**config.mk**
```make
export PLATFORM = sky130hd
export DESIGN_NAME = id_ex_stage
export DESIGN_NICKNAME = d
export VERILOG_FILES = /design/src/rtl/id_ex_stage.sv
export SDC_FILE = /design/constraint.sdc
export NUM_CORES = 1
export LEC_CHECK = 0
export ABC_AREA = 1
export BUFFER_PORTS_ARGS = -buffer_cell sky130_fd_sc_hd__clkbuf_2
export CAP_MARGIN = 10
export CORE_MARGIN = 4
export CORE_UTILIZATION = 25
export DETAILED_ROUTE_END_ITERATION = 6
export SYNTH_ARGS = -nofsm -noshare
export SYNTH_HDL_FRONTEND = slang
export SYNTH_SLANG_ARGS = --single-unit
```
**constraint.sdc**
```tcl
create_clock -name i_clk -period 4.4 [get_ports i_clk]
set_input_delay 0.22 -clock i_clk [delete_from_list [all_inputs] [get_ports i_clk]]
set_output_delay 0.22 -clock i_clk [all_outputs]
set_load 0.01 [all_outputs]
```
**src/rtl/id_ex_stage.sv**
```systemverilog
// ID/EX pipeline register feeding the ALU: captures decoded controls and operands,
// forwards EX/MEM and MEM/WB results, and inserts a bubble on load-use hazards.
module id_ex_stage #(
    parameter int unsigned XLEN = 32
) (
    input  logic            i_clk,
    input  logic            i_rst,
    input  logic            i_stall,
    input  logic            i_flush,
    input  logic            i_valid,
    input  logic [XLEN-1:0] i_pc,
    input  logic [XLEN-1:0] i_rs1_data,
    input  logic [XLEN-1:0] i_rs2_data,
    input  logic [XLEN-1:0] i_imm,
    input  logic [4:0]      i_rs1_addr,
    input  logic [4:0]      i_rs2_addr,
    input  logic [4:0]      i_rd_addr,
    input  logic [2:0]      i_opsel,
    input  logic            i_sub,
    input  logic            i_unsigned,
    input  logic            i_arith,
    input  logic            i_op1_pc,
    input  logic            i_op1_zero,
    input  logic            i_op2_imm,
    input  logic            i_reg_wen,
    input  logic            i_mem_read,
    input  logic            i_mem_write,
    input  logic [4:0]      i_exmem_rd,
    input  logic            i_exmem_wen,
    input  logic [XLEN-1:0] i_exmem_result,
    input  logic [4:0]      i_memwb_rd,
    input  logic            i_memwb_wen,
    input  logic [XLEN-1:0] i_memwb_result,
    output logic            o_valid,
    output logic [2:0]      o_opsel,
    output logic            o_sub,
    output logic            o_unsigned,
    output logic            o_arith,
    output logic [XLEN-1:0] o_op1,
    output logic [XLEN-1:0] o_op2,
    output logic [XLEN-1:0] o_store_data,
    output logic [XLEN-1:0] o_pc,
    output logic [4:0]      o_rd_addr,
    output logic            o_reg_wen,
    output logic            o_mem_read,
    output logic            o_mem_write,
    output logic            o_load_use
);

    typedef struct packed {
        logic            valid;
        logic [2:0]      opsel;
        logic            sub;
        logic            uns;
        logic            arith;
        logic            op1_pc;
        logic            op1_zero;
        logic            op2_imm;
        logic            reg_wen;
        logic            mem_read;
        logic            mem_write;
        logic [XLEN-1:0] pc;
        logic [XLEN-1:0] rs1_data;
        logic [XLEN-1:0] rs2_data;
        logic [XLEN-1:0] imm;
        logic [4:0]      rs1_addr;
        logic [4:0]      rs2_addr;
        logic [4:0]      rd_addr;
    } id_ex_t;

    id_ex_t          r_q;
    id_ex_t          w_id;
    logic [XLEN-1:0] w_fwd_rs1;
    logic [XLEN-1:0] w_fwd_rs2;
    logic            w_exmem_hit1;
    logic            w_exmem_hit2;
    logic            w_memwb_hit1;
    logic            w_memwb_hit2;
    logic            w_load_use;

    always_comb begin
        w_id          = '0;
        w_id.valid    = i_valid;
        w_id.opsel    = i_opsel;
        w_id.sub      = i_sub;
        w_id.uns      = i_unsigned;
        w_id.arith    = i_arith;
        w_id.op1_pc   = i_op1_pc;
        w_id.op1_zero = i_op1_zero;
        w_id.op2_imm  = i_op2_imm;
        w_id.reg_wen  = i_reg_wen;
        w_id.mem_read = i_mem_read;
        w_id.mem_write = i_mem_write;
        w_id.pc       = i_pc;
        w_id.rs1_data = i_rs1_data;
        w_id.rs2_data = i_rs2_data;
        w_id.imm      = i_imm;
        w_id.rs1_addr = i_rs1_addr;
        w_id.rs2_addr = i_rs2_addr;
        w_id.rd_addr  = i_rd_addr;
    end

    // x0 never forwards; EX/MEM outranks MEM/WB as the younger result
    assign w_exmem_hit1 = i_exmem_wen && (i_exmem_rd != 5'd0) && (i_exmem_rd == r_q.rs1_addr);
    assign w_exmem_hit2 = i_exmem_wen && (i_exmem_rd != 5'd0) && (i_exmem_rd == r_q.rs2_addr);
    assign w_memwb_hit1 = i_memwb_wen && (i_memwb_rd != 5'd0) && (i_memwb_rd == r_q.rs1_addr);
    assign w_memwb_hit2 = i_memwb_wen && (i_memwb_rd != 5'd0) && (i_memwb_rd == r_q.rs2_addr);

    always_comb begin
        w_fwd_rs1 = r_q.rs1_data;
        if (w_exmem_hit1) begin
            w_fwd_rs1 = i_exmem_result;
        end else if (w_memwb_hit1) begin
            w_fwd_rs1 = i_memwb_result;
        end
    end

    always_comb begin
        w_fwd_rs2 = r_q.rs2_data;
        if (w_exmem_hit2) begin
            w_fwd_rs2 = i_exmem_result;
        end else if (w_memwb_hit2) begin
            w_fwd_rs2 = i_memwb_result;
        end
    end

    assign w_load_use = r_q.valid && r_q.mem_read && (r_q.rd_addr != 5'd0) &&
                        ((r_q.rd_addr == i_rs1_addr) || (r_q.rd_addr == i_rs2_addr)) &&
                        i_valid && !i_flush;

    // During a stall the operand data keeps absorbing forwards so a retiring writeback is not lost
    always_ff @(posedge i_clk or posedge i_rst) begin
        if (i_rst) begin
            r_q <= '0;
        end else if (i_flush) begin
            r_q <= '0;
        end else if (i_stall) begin
            r_q.rs1_data <= w_fwd_rs1;
            r_q.rs2_data <= w_fwd_rs2;
        end else if (w_load_use) begin
            r_q <= '0;
        end else begin
            r_q <= w_id;
        end
    end

    assign o_valid      = r_q.valid;
    assign o_opsel      = r_q.opsel;
    assign o_sub        = r_q.sub;
    assign o_unsigned   = r_q.uns;
    assign o_arith      = r_q.arith;
    assign o_pc         = r_q.pc;
    assign o_rd_addr    = r_q.rd_addr;
    assign o_reg_wen    = r_q.reg_wen;
    assign o_mem_read   = r_q.mem_read;
    assign o_mem_write  = r_q.mem_write;
    assign o_load_use   = w_load_use;
    assign o_op1        = r_q.op1_zero ? '0 : (r_q.op1_pc ? r_q.pc : w_fwd_rs1);
    assign o_op2        = r_q.op2_imm ? r_q.imm : w_fwd_rs2;
    assign o_store_data = w_fwd_rs2;

endmodule

```
==> results of run 1 <==
[layer usage]
metal  part of all wire [%]  track usage, %  vias up
met5                  0.027               0        -
met4                    3.7            8.23        2
met3                    6.7            5.57       95
met2                     46            32.4      474
met1                     43            27.5     5737
li1                       -               -     5787
[worst max-delay path, cell delays in order, from the launching register on]
cell      delay [ps]
dfrtp_1          420
xnor2_1          170
nand2_1           90
nor3_2           130
nand2_2          510
inv_2            810
nand2_1          210
nand3_1          340
nand2_1           90
clkbuf_2         140
[cell families (layout without fill, tap and decap cells)]
group / count (synthesis) / after routing / share of synthesized area (%)
other: 0 / 5 / 0
xor gates and xnor gates: 23 / 23 / 1.90
DFF: 156 / 156 / 36.9
AOI/OAI and AO/OA: 79 / 79 / 3.81
and+or+nand+nor: 943 / 943 / 40.5
buffers and inverters: 398 / 797 / 16.9
[final cells by class]
type | instances | area share, %
diodes | 5 | 0.0870
multi-input cells | 1045 | 34.4
clock buffers | 17 | 2.96
clock inverters | 14 | 1.52
repair buffers | 520 | 22.7
inverters | 246 | 6.45
well taps | 539 | 4.69
flip-flops and latches | 156 | 27.1
[worst max-delay path by stage]
stage | startpoint | end | cells past startpoint
after floorplan | i_rst | o_arith | 1
after global placement | i_exmem_rd[4] | o_op2[22] | 11
after detailed placement | i_exmem_rd[4] | o_op2[7] | 11
after CTS | r_q[6] | o_op2[2] | 9
after global routing | r_q[6] | o_op2[22] | 9
final | r_q[6] | o_op2[22] | 9
[power groups by stage]
| stage | clock, mW | sequential (mW) | combinational [mW] |
|---|---|---|---|
| 2_1_floorplan | 0 | 1.59 | 0.576 |
| 3_3_place_gp | 0 | 1.59 | 0.987 |
| 3_5_place_dp | 0 | 1.59 | 0.992 |
| 4_1_cts | 1.77 | 1.57 | 1.08 |
| 5_1_grt | 1.82 | 1.58 | 1.19 |
| 6_report | 1.71 | 1.57 | 1.08 |
[state kept, by name, summed over array words and instances, names as in the netlist, 3 cells and up]
register / cells
r_q: 109
o_pc: 32
o_rd_addr: 5
o_opsel: 3
[stage by stage]
stage | area (sq um) | instances | hold slack, ps
2_1_floorplan | 10600 | 1599 | 358
3_3_place_gp | 12500 | 2385 | 442
3_5_place_dp | 12500 | 2385 | 447
4_1_cts | 14400 | 2537 | 2.17
5_1_grt | 14400 | 2542 | 12.9
6_report | 14400 | 2542 | -61.1
[repair_timing]
item / 4_1_cts / 5_1_grt
setup buffers: 0 / 0
hold endpoints to repair: 121 / 0
hold buffers: 121 / 0
[cell usage after synthesis]
cell / count / area (sq um)
nand2_1: 439 / 1650
nand3_1: 352 / 1760
inv_1: 244 / 916
dfrtp_1: 156 / 3900
nand4_1: 67 / 419
buf_4: 54 / 405
buf_2: 45 / 225
o21ai_0: 42 / 210
nor2_1: 41 / 154
clkbuf_1: 38 / 143
a21oi_1: 34 / 170
and2_1: 32 / 200
xor2_1: 14 / 123
buf_1: 10 / 37.5
xnor2_1: 9 / 78.8
buf_6: 5 / 56.3
nor2_2: 3 / 18.8
a21oi_2: 2 / 17.5
inv_2: 2 / 7.51
nor3_2: 2 / 20.0
nand2_2: 1 / 6.26
nand3_2: 1 / 10.0
nand3_4: 1 / 17.5
nand3b_1: 1 / 7.51
nor2_4: 1 / 11.3
nor3_1: 1 / 5.00
o21ai_1: 1 / 5.00
or2_0: 1 / 6.26
[cells in the final DEF, fill, tap and decap left out, drive strengths merged]
master / count
diode: 5
nor3: 3
nand3: 354
dlygate4sd3: 121
nand4: 67
nand3b: 1
clkbuf: 396
a21oi: 36
clkinvlp: 3
nor2: 45
buf: 20
dfrtp: 156
xor2: 14
or2: 1
xnor2: 9
inv: 247
clkinv: 5
nand2: 440
o21ai: 43
and2: 32
bufinv: 5
==> run summary, run 1 <==
The highest clock rate was 0.276 GHz; the initial antenna violation count was 6. Per report_power, the sequential group accounts for 36.0% of the total. The horizontal extent of the die was 214 microns; the number of instances in the synthesized netlist was 1599. Data on the critical path arrives at its endpoint at 3410 ps. The run gives 1.41 mW as the total net switching power. The post-layout utilization of the core was 34.4%; the final setup violation count was 0. Measured along the y axis, the die boundary spans 214 microns. The tools report the number of global-route vias before repair as 11900. The checks that failed: hold timing. Worst-path maximum fanout: 33. The tools report the final routed DRC violation total as 0. The filler cells instantiated in the layout total 4532.

The post-synthesis sequential element count works out to 156. The startpoint identified for the worst register-to-register timing path is r_q[6]. The first global-routing pass estimated 71.4 mm of wire. The register clock-pin slew on the reported worst setup and hold paths is 70 ps, and the sum of routed wire length over all layers is 48.6 mm. STA classifies the critical path startpoint as a flop. The layout overhead on the synthesized area is 35.9%, and the total global routing track utilization is 20.8%. The number of clock buffers added by TritonCTS is 17. The tools report the clock tree root driver cell as clkbuf_16. Yosys printed 0 warnings. Clock latency on the worst-skew pair, taken at its later pin, is 490 ps.

For the finished layout, the period the worst path requires is 3630 ps. A synthesized cell averages 6.62 sq um. TritonCTS built the clock tree.

In the final routed layout, each cell accounts on average for 19.1 microns. The design draws 4.36 mW. Worst IR drop on VDD: 0.264 mV.

The number of nets handed over by synthesis was 1835. Pin placement for this block handled 380 I/O pins. The remaining global-route overflow was 0; the number of rows in the core area was 75.

The worst register-to-register path ends at r_q[53]. Buffers placed on the I/O ports in this run total 379. Between clock sinks in the finished design, the worst skew comes to 8.29 ps. The logs give 34.0 mm for the estimated wirelength of the detail-placed design and 39.2% for the relative contribution of the clock network to total power.

The leakage power came out at 8.36 nW. For this design the ratio of total power to cell area is 303 mW/mm^2. The placeable core region is 0.0419 sq mm, and the post-cts repair resize count is 0. Setup repair after global routing left no endpoint under its margin.

The run gives 30.0% as the worst slew slack as a fraction of its limit. For the pin with the worst max-slew slack, the measured transition is 1050 ps. The multi-input combinational cells in the finished layout cover a total of 0.00495 sq mm. The post-synthesis cell type count was 28; the final RePlAce weighted congestion was 0.872. The run finished, with violations left.

The logs give 157 for the maximum number of pins on one net before global-route repair and 0 for the number of slew-limit violations in the final report. The final layout contains 2222 nets. For this configuration, the core starts out at a cell density of 25.3%. In the finished design, the share of the clock period the worst path needs comes to 82.5%. The tightest min-delay check is of the input pin to async pin type. The internal power of the cells is 2.94 mW. The tools report the first-pass detailed-route iteration total as 5. In this run the number of H-tree levels came out at 4. After the first detailed-routing iteration, the DRC count stood at 875. Summed over all failing endpoints, the final setup total negative slack is 0 ps. The switching part of the total is 32.5%.

Data on the critical path is required at its endpoint by 4180 ps. The tools report the reported max-cap violation count as 0. For the sequential cell area, the log shows 0.00391 sq mm. The share of cells above drive strength 1 came out at 22.4%. The setup path with the least slack is of type flop to primary output. The worst-case hold slack was -61.1 ps.

The detailed router placed 12100 vias in this run. Combinational share of power: 24.7%. The logs give 1250 ps for the pre-CTS setup slack and 1590 ps for the setup slack of the worst register-to-register path. The TritonCTS sink count came out at 156. The mapped netlist covers 0.0106 sq mm. In this run the deepest clock path goes through 2 buffers. Once detail routing completed, the nets flagged for antenna violations numbered 0. In the post-route analysis, the smallest setup slack over all paths is 771 ps. The worst setup path is captured at a primary output. The post-synthesis sequential area ratio was 36.9%.

The number of cell instances on the worst register-to-register path was 8; the number of hold-slack violations in the final timing report was 7. The die covers 0.0457 sq mm. Dividing the detail-routed via count by the number of cells gives 4.76.
Power figures use the tool's default switching activity.
==> run 2, diff against run 1 <==
--- a/config.mk
+++ b/config.mk
@@ -5,7 +5,7 @@
 export SDC_FILE = /design/constraint.sdc
 export NUM_CORES = 1
 export LEC_CHECK = 0
-export ABC_AREA = 1
+export ABC_AREA = 0
 export BUFFER_PORTS_ARGS = -buffer_cell sky130_fd_sc_hd__clkbuf_2
 export CAP_MARGIN = 10
 export CORE_MARGIN = 4
==> constraint.sdc (replaced) <==
create_clock -name i_clk -period 3.65 [get_ports i_clk]
set_input_delay 0.1825 -clock i_clk [delete_from_list [all_inputs] [get_ports i_clk]]
set_output_delay 0.1825 -clock i_clk [all_outputs]
set_load 0.01 [all_outputs]
==> run summary, run 2 <==
The critical path goes through xnor2_1, nand2_1, buf_4, o31ai_1, a31oi_2, mux2_2, clkbuf_2. The clock tree root driver cell is clkbuf_16. The shortest clock period the worst path allows after layout works out to 3370 ps. The flow ran to the end, but the final reports show violations.

The buffers inserted during post-CTS setup optimization came out at 0 (unchanged). The proportion of netlist area held by the largest area contributor was 39.7% (+2.8 points). The power density over the cells was 369 mW/mm^2 (+22%); the post-synthesis sequential area ratio was 39.7% (+2.8 points). The slowest library cell on the worst path was nand2_1.

In the layout the commonest cells are clkbuf_2 (379), dfrtp_1 (156), dlygate4sd3_1 (147), a22o_1 (124), o31ai_1 (64). The total number of H-tree levels was 4 (unchanged). For the post-route clock skew, the log shows 14.5 ps (+6.17 ps). The count of buffers from port buffering is 379 (unchanged), and the number of DRC violations after detailed-routing iteration 0 is 947 (+8.2%). The number of flip-flops under the largest register name was 109 (unchanged); the final setup violation count was 0 (unchanged). The post-synthesis cell type count came out at 39 (+39%).

The die area was 0.0426 sq mm (-6.7%); the via-per-instance ratio was 5.40 (+14%). The number of hold-slack violations in the final timing report is 8 (+1), and the post-route clock period utilization is 92.4%. The share of cells above drive strength 1 works out to 36.3% (+14 points). The estimated wirelength of the detail-placed design is 32.1 mm (-5.6%), and the number of nets with antenna violations after detailed routing is 0 (unchanged). Busiest layer in global routing: met2. The worst setup path is captured at a primary output.

The post-synthesis sequential element count came out at 156 (unchanged). The placeable core region was 0.0388 sq mm (-7.2%); the initial antenna violation count was 11 (+5). The starting density of the core is 25.3% (+0.060 points), and the net count reported at finish is 1632 (-27%). In the post-synthesis netlist, the biggest area contributors are dfrtp_1 (40%), a22o_1 (11%), o31ai_1 (4.9%).

The leakage power was 6.24 nW (-25%). Actual slew at the worst max-slew pin: 1080 ps (+28.0 ps). The sum of buffers and inverters on the critical path is 2 (unchanged), and the summed negative setup slack over all endpoints is 0 ps (unchanged). Cell family with the largest share of critical-path delay: simple AND/OR/NAND/NOR gates. TritonCTS built the clock tree.

The largest total area in the synthesized netlist belongs to dfrtp_1. For the global-route wire length before repair, the log shows 67.3 mm (-5.7%). By instance count, the leading cell after synthesis is dfrtp_1.

Static timing analysis puts the maximum clock frequency at 0.297 GHz. The fraction of registers with async set or reset after synthesis is 100% (unchanged). The type of the setup path with the least slack is flop to primary output. For the number of slew-limit violations in the final report, the log shows 0 (unchanged).

The layout filler cell count was 3877 (-14%); the mean routed wirelength per cell was 23.8 microns (+24%). The number of synthesized flops with an enable pin is 0 (unchanged). Most common cell after layout, fill and taps aside: clkbuf_2.

For the required time of the critical path, the log shows 3470 ps (-710 ps). The TritonCTS sink count is 156 (unchanged), and the number of buffers created by CTS is 17 (unchanged). The net count after synthesis is 1223 (-33%). The via count came out at 10500 (-14%). The tools report the sequential cell area as 0.00390 sq mm (about the same). The tools report the reported max-cap violation count as 0 (unchanged).

Setup repair after global routing left no endpoint under its margin. For the sum of routed wire length over all layers, the log shows 46.0 mm (-5.3%). For the source-to-sink clock delay at the later pin of the worst-skew pair, the log shows 460 ps (-30 ps). The maximum count of clock buffers along a single path was 2 (unchanged).

The logs give 20.9% (+0.15 points) for the total global routing track utilization and 10300 (-14%) for the number of global-route vias before repair. The met3 usage in global routing is 4.22% (-1.4 points). The worst IR drop on VDD is 0.319 mV (+21%).

The worst-case hold slack came out at -52.1 ps (+9.04 ps). Critical path startpoint category: a flop. For the post-cts repair resize count, the log shows 0 (unchanged). The tools report the number of instances in the synthesized netlist as 987 (-38%).

Counting instances in the post-synthesis netlist gives the leading cell types as dfrtp_1 (156), a22o_1 (124), clkbuf_1 (88), o31ai_1 (64), buf_4 (44). Critical path data arrival time: 3190 ps (-220 ps). The layout overhead on the synthesized area works out to 41.8%. The cell area after placement was 0.0119 sq mm (-5.2%). The multi-input combinational cell area is 0.00500 sq mm (+0.99%). The path class of the tightest hold or removal check is input pin to async pin. The number of placed I/O pins is 380 (unchanged). The number of warnings reported in the yosys synthesis log is 0 (unchanged), and the height of the die is 206 microns (-3.4%). The run gives 30.0% (+2.5 points) as the met1 capacity usage during global routing.

The tools report the remaining global-route overflow as 0 (unchanged). The global-route met2 utilization is 30.6% (-1.8 points). The delay of the slowest critical-path stage works out to 630 ps (-180 ps).

Main flop type after synthesis: dfrtp_1. Register clock-pin slew on the reported worst setup and hold paths: 60 ps (about the same). The average cell area after synthesis works out to 9.97 sq um (+51%).

Final standard cell area without fillers: 0.0140 sq mm (-3.0%). The largest register by flop count was r_q. The checks that failed: hold timing. The horizontal extent of the die is 206 microns (-3.4%), and the worst-path maximum fanout is 22 (-33%).

The final routed DRC violation total is 0 (unchanged), and the area of the mapped netlist is 0.00984 sq mm (-7.0%). The run gives 28.1% (-1.9 points) as the worst slew slack as a fraction of its limit. The tools report the maximum number of pins on one net before global-route repair as 157 (unchanged).

The first-pass detailed-route iteration total is 5 (unchanged). The logs give 72 (-4.0%) for the number of rows in the core area and 0.877 (+0.56%) for the final RePlAce weighted congestion.
## run 2: stage by stage
stage	util, %	power [mW]	worst slack, ps	instances
3_5_place_dp	30.5	3.15	743	1748
3_3_place_gp	30.5	3.14	723	1748
4_1_cts	35.9	5.19	249	1927
5_1_grt	35.9	5.38	65.2	1935
2_1_floorplan	-	2.63	1490	987
6_report	35.9	5.15	279	1936
## run 2: final timing paths
| check | start | end | slack (ps) | cells past startpoint |
|---|---|---|---|---|
| setup / recovery | r_q[6] | o_op2[10] | 280 | 7 |
| hold / removal | i_rst | o_pc[5] | -50 | 3 |
| setup reg to reg | r_q[6] | r_q[57] | 1000 | 6 |
| hold reg to reg | r_q[38] | r_q[38] | 500 | 1 |
| max in group asynchronous | i_rst | o_opsel[0] | 3000 | 3 |
| min in group i_clk | i_rs1_addr[2] | r_q[12] | 20 | 2 |
## run 2: area by class of cell
| cell class | count | share of cell area (%) |
|---|---|---|
| multi-input cells | 630 | 35.8 |
| flip-flops and latches | 156 | 28.0 |
| repair buffers | 553 | 26.0 |
| well taps | 518 | 4.64 |
| clock buffers | 20 | 3.13 |
| clock inverters | 12 | 1.17 |
| inverters | 38 | 1.05 |
| diodes | 9 | 0.161 |
## run 2: layer usage
layer / share of wire (%) / routed length, microns
met4: 3.1 / 1430
met3: 7.4 / 3380
met2: 44 / 20500
met1: 45 / 20700
met5: 0.059 / 27
## run 2: power by group
group / total [mW] / internal (mW) / switching [mW]
Clock: 1.90 / 1.08 / 0.812
Combinational: 1.35 / 0.567 / 0.779
Sequential: 1.91 / 1.84 / 0.0668
## run 2: worst register-to-register path: cells and delay by family (launching register included)
kind / cells / cell delay, ps
AOI/OAI and AO/OA: 3 / 830
DFF: 1 / 440
buffers and inverters: 1 / 450
xor gates and xnor gates: 1 / 200
and+or+nand+nor: 1 / 630
## run 2: logic make-up after synthesis
kind of cell           count (synthesis)  synth area share [%]
AO/OA/AOI/OAI                        387                  31.9
XOR/XNOR                              30                  2.67
buffers and inverters                201                  10.2
flip-flops                           156                  39.7
multiplexers                          32                  3.66
AND/OR/NAND/NOR                      181                  11.9
## run 2: repair_timing
item,CTS,global route
hold buffers,147,0
hold endpoints to repair,147,0
endpoints found under the setup margin,0,0
==> run 3, diff against run 2 <==
==> constraint.sdc (replaced) <==
create_clock -name i_clk -period 3.5 [get_ports i_clk]
set_input_delay 0.175 -clock i_clk [delete_from_list [all_inputs] [get_ports i_clk]]
set_output_delay 0.175 -clock i_clk [all_outputs]
set_load 0.01 [all_outputs]
==> run summary, run 3 (same netlist as run 2, synthesis figures left out) <==
The flow ran to the end, but the final reports show violations. The final reports fail on hold timing. For the TritonCTS sink count, the log shows 156 (unchanged).

Setup repair after global routing left no endpoint under its margin. For the buffers inserted during post-CTS setup optimization, the log shows 0 (unchanged). The total global routing track utilization is 21.1% (+0.21 points), and the worst-case hold slack is -205 ps (-152 ps).

The mean routed wirelength per cell is 24.1 microns (+1.6%), and the number of DRC violations after detailed-routing iteration 0 is 837 (-12%). In this run the worst hold path is classified as input pin to async pin. The remaining global-route overflow is 0 (unchanged). The number of rows in the core area came out at 72 (unchanged).

The cell area after placement came out at 0.0118 sq mm (-0.15%). The final worst slack came out at 296 ps (+16.6 ps). The run gives 10400 (-0.16%) as the via count. Final standard cell area without fillers: 0.0139 sq mm (about the same). The estimated wirelength of the detail-placed design was 32.2 mm (+0.44%); the layout overhead on the synthesized area was 41.7% (about the same).

The die area was 0.0426 sq mm (unchanged). The number of slew-limit violations in the final report was 0 (unchanged). The source-to-sink clock delay at the later pin of the worst-skew pair came out at 460 ps (about the same). Based on the critical path, the design can be clocked at up to 0.312 GHz. The maximum number of pins on one net before global-route repair is 157 (unchanged). The met2 wire length came out at 21.1 mm (+3.2%). The count of buffers from port buffering came out at 379 (unchanged). The run gives 585 ps (-158 ps) as the pre-CTS setup slack. The number of global-route vias before repair came out at 10500 (+1.9%).

Number of buffers created by CTS: 17 (unchanged). The worst setup path is launched from a flop. Critical register-to-register path startpoint: r_q[5]. For the global-route wire length before repair, the log shows 68.3 mm (+1.4%).

Leaving out fill and tap cells, the most frequent cells in the layout are clkbuf_2 (379), dfrtp_1 (156), dlygate4sd3_1 (152), a22o_1 (124), o31ai_1 (64). The worst IR drop on VDD was 0.333 mV (+4.2%). The maximum count of clock buffers along a single path is 2 (unchanged), and the worst slew slack as a fraction of its limit is 18.3% (-9.8 points).

The number of flip-flops under the largest register name was 109 (unchanged); the critical path data arrival time was 3030 ps (-160 ps). The run gives 3.10 mm (-8.5%) as the met3 wire length. Clock tree root driver cell: clkbuf_16. The final RePlAce weighted congestion came out at 0.880 (+0.39%). For the final routed DRC violation total, the log shows 0 (unchanged).

The total number of H-tree levels was 4 (unchanged); the initial antenna violation count was 8 (-3). The starting density of the core is 25.3% (unchanged). Leakage power: 6.24 nW (about the same).

The worst-path maximum fanout is 32 (+45%), and the required time of the critical path is 3320 ps (-150 ps). The reported max-cap violation count was 0 (unchanged). The worst setup path is captured at a primary output. The tools report the net count reported at finish as 1638 (+0.37%).

The placeable core region came out at 0.0388 sq mm (unchanged). The horizontal extent of the die was 206 microns (unchanged). TritonCTS built the clock tree. The first-pass detailed-route iteration total was 7 (+2); the sum of routed wire length over all layers was 46.9 mm (+1.9%). Via-per-instance ratio: 5.38 (-0.47%). Share of cells above drive strength 1: 36.5% (+0.20 points). The power density over the cells was 376 mW/mm^2 (+2.0%). The post-route clock skew is 12.1 ps (-2.40 ps), and the actual slew at the worst max-slew pin is 1230 ps (+147 ps). The library cell used most frequently in the layout, excluding fill and tap cells, is clkbuf_2. For the final setup violation count, the log shows 0 (unchanged).

The register clock-pin slew on the reported worst setup and hold paths was 70 ps (about the same). The run gives 380 (unchanged) as the number of placed I/O pins. The number of nets with antenna violations after detailed routing was 0 (unchanged); the shortest clock period the worst path allows after layout was 3200 ps. Ranked by flip-flop count, first place goes to r_q. The number of hold-slack violations in the final timing report was 45 (+37). The setup path with the least slack is of type flop to primary output.

The height of the die was 206 microns (unchanged); the summed negative setup slack over all endpoints was 0 ps (unchanged). Top routing layer in use: met4. The post-route clock period utilization is 91.6%. Launch point of the worst path: r_q[5]. For the routed length on met1, the log shows 21.3 mm (+3.2%).
run 3: worst paths after layout:
check                           slack (ps)  depth (start not counted)         to
worst max register to register        1020                          5    r_q[52]
min in group i_clk                      20                          3   r_q[109]
worst min-delay path                  -200                          3    o_pc[7]
worst max-delay path                   300                          6  o_op2[11]
max in group asynchronous             2640                          3    r_q[86]
worst min register to register         500                          1    r_q[37]
run 3: layer usage:
layer | up-vias | global-route usage [%]
li1 | 4694 | -
met1 | 5180 | 29.9
met2 | 504 | 31.8
met3 | 62 | 4.63
met4 | 0 | 7.30
met5 | - | 0
run 3: report_power, final:
part,switching (mW),internal (mW)
clock,0.914,0.934
combinational,0.819,0.594
sequential,0.0708,1.92
total,1.80,3.45
run 3: per-stage QoR:
step	util (%)	instances	power (mW)
2_1_floorplan	-	987	2.75
4_1_cts	35.8	1933	5.30
5_1_grt	35.9	1939	5.49
3_3_place_gp	30.5	1749	3.26
6_report	35.9	1942	5.25
3_5_place_dp	30.5	1749	3.29
run 3: repair_timing:
action                                  4_1_cts  5_1_grt
endpoints found under the setup margin        0       12
hold buffers                                152        0
hold endpoints to repair                    152        0
gates resized for setup                       0        2
run 3: cell type report:
cell class,instances,area (sq um)
fill,3887,24900
multi-input combinational,630,5000
sequential,156,3900
timing repair buffer,559,3670
tap,518,648
clock buffer,17,425
inverter,38,146
clock inverter,15,129
antenna,9,22.5
run 3: critical path, stage by stage, from the launching register on:
cell	delay [ps]
dfrtp_1	430
xor2_1	180
a211o_1	290
or3_2	870
a31oi_2	460
mux2_2	220
clkbuf_2	120
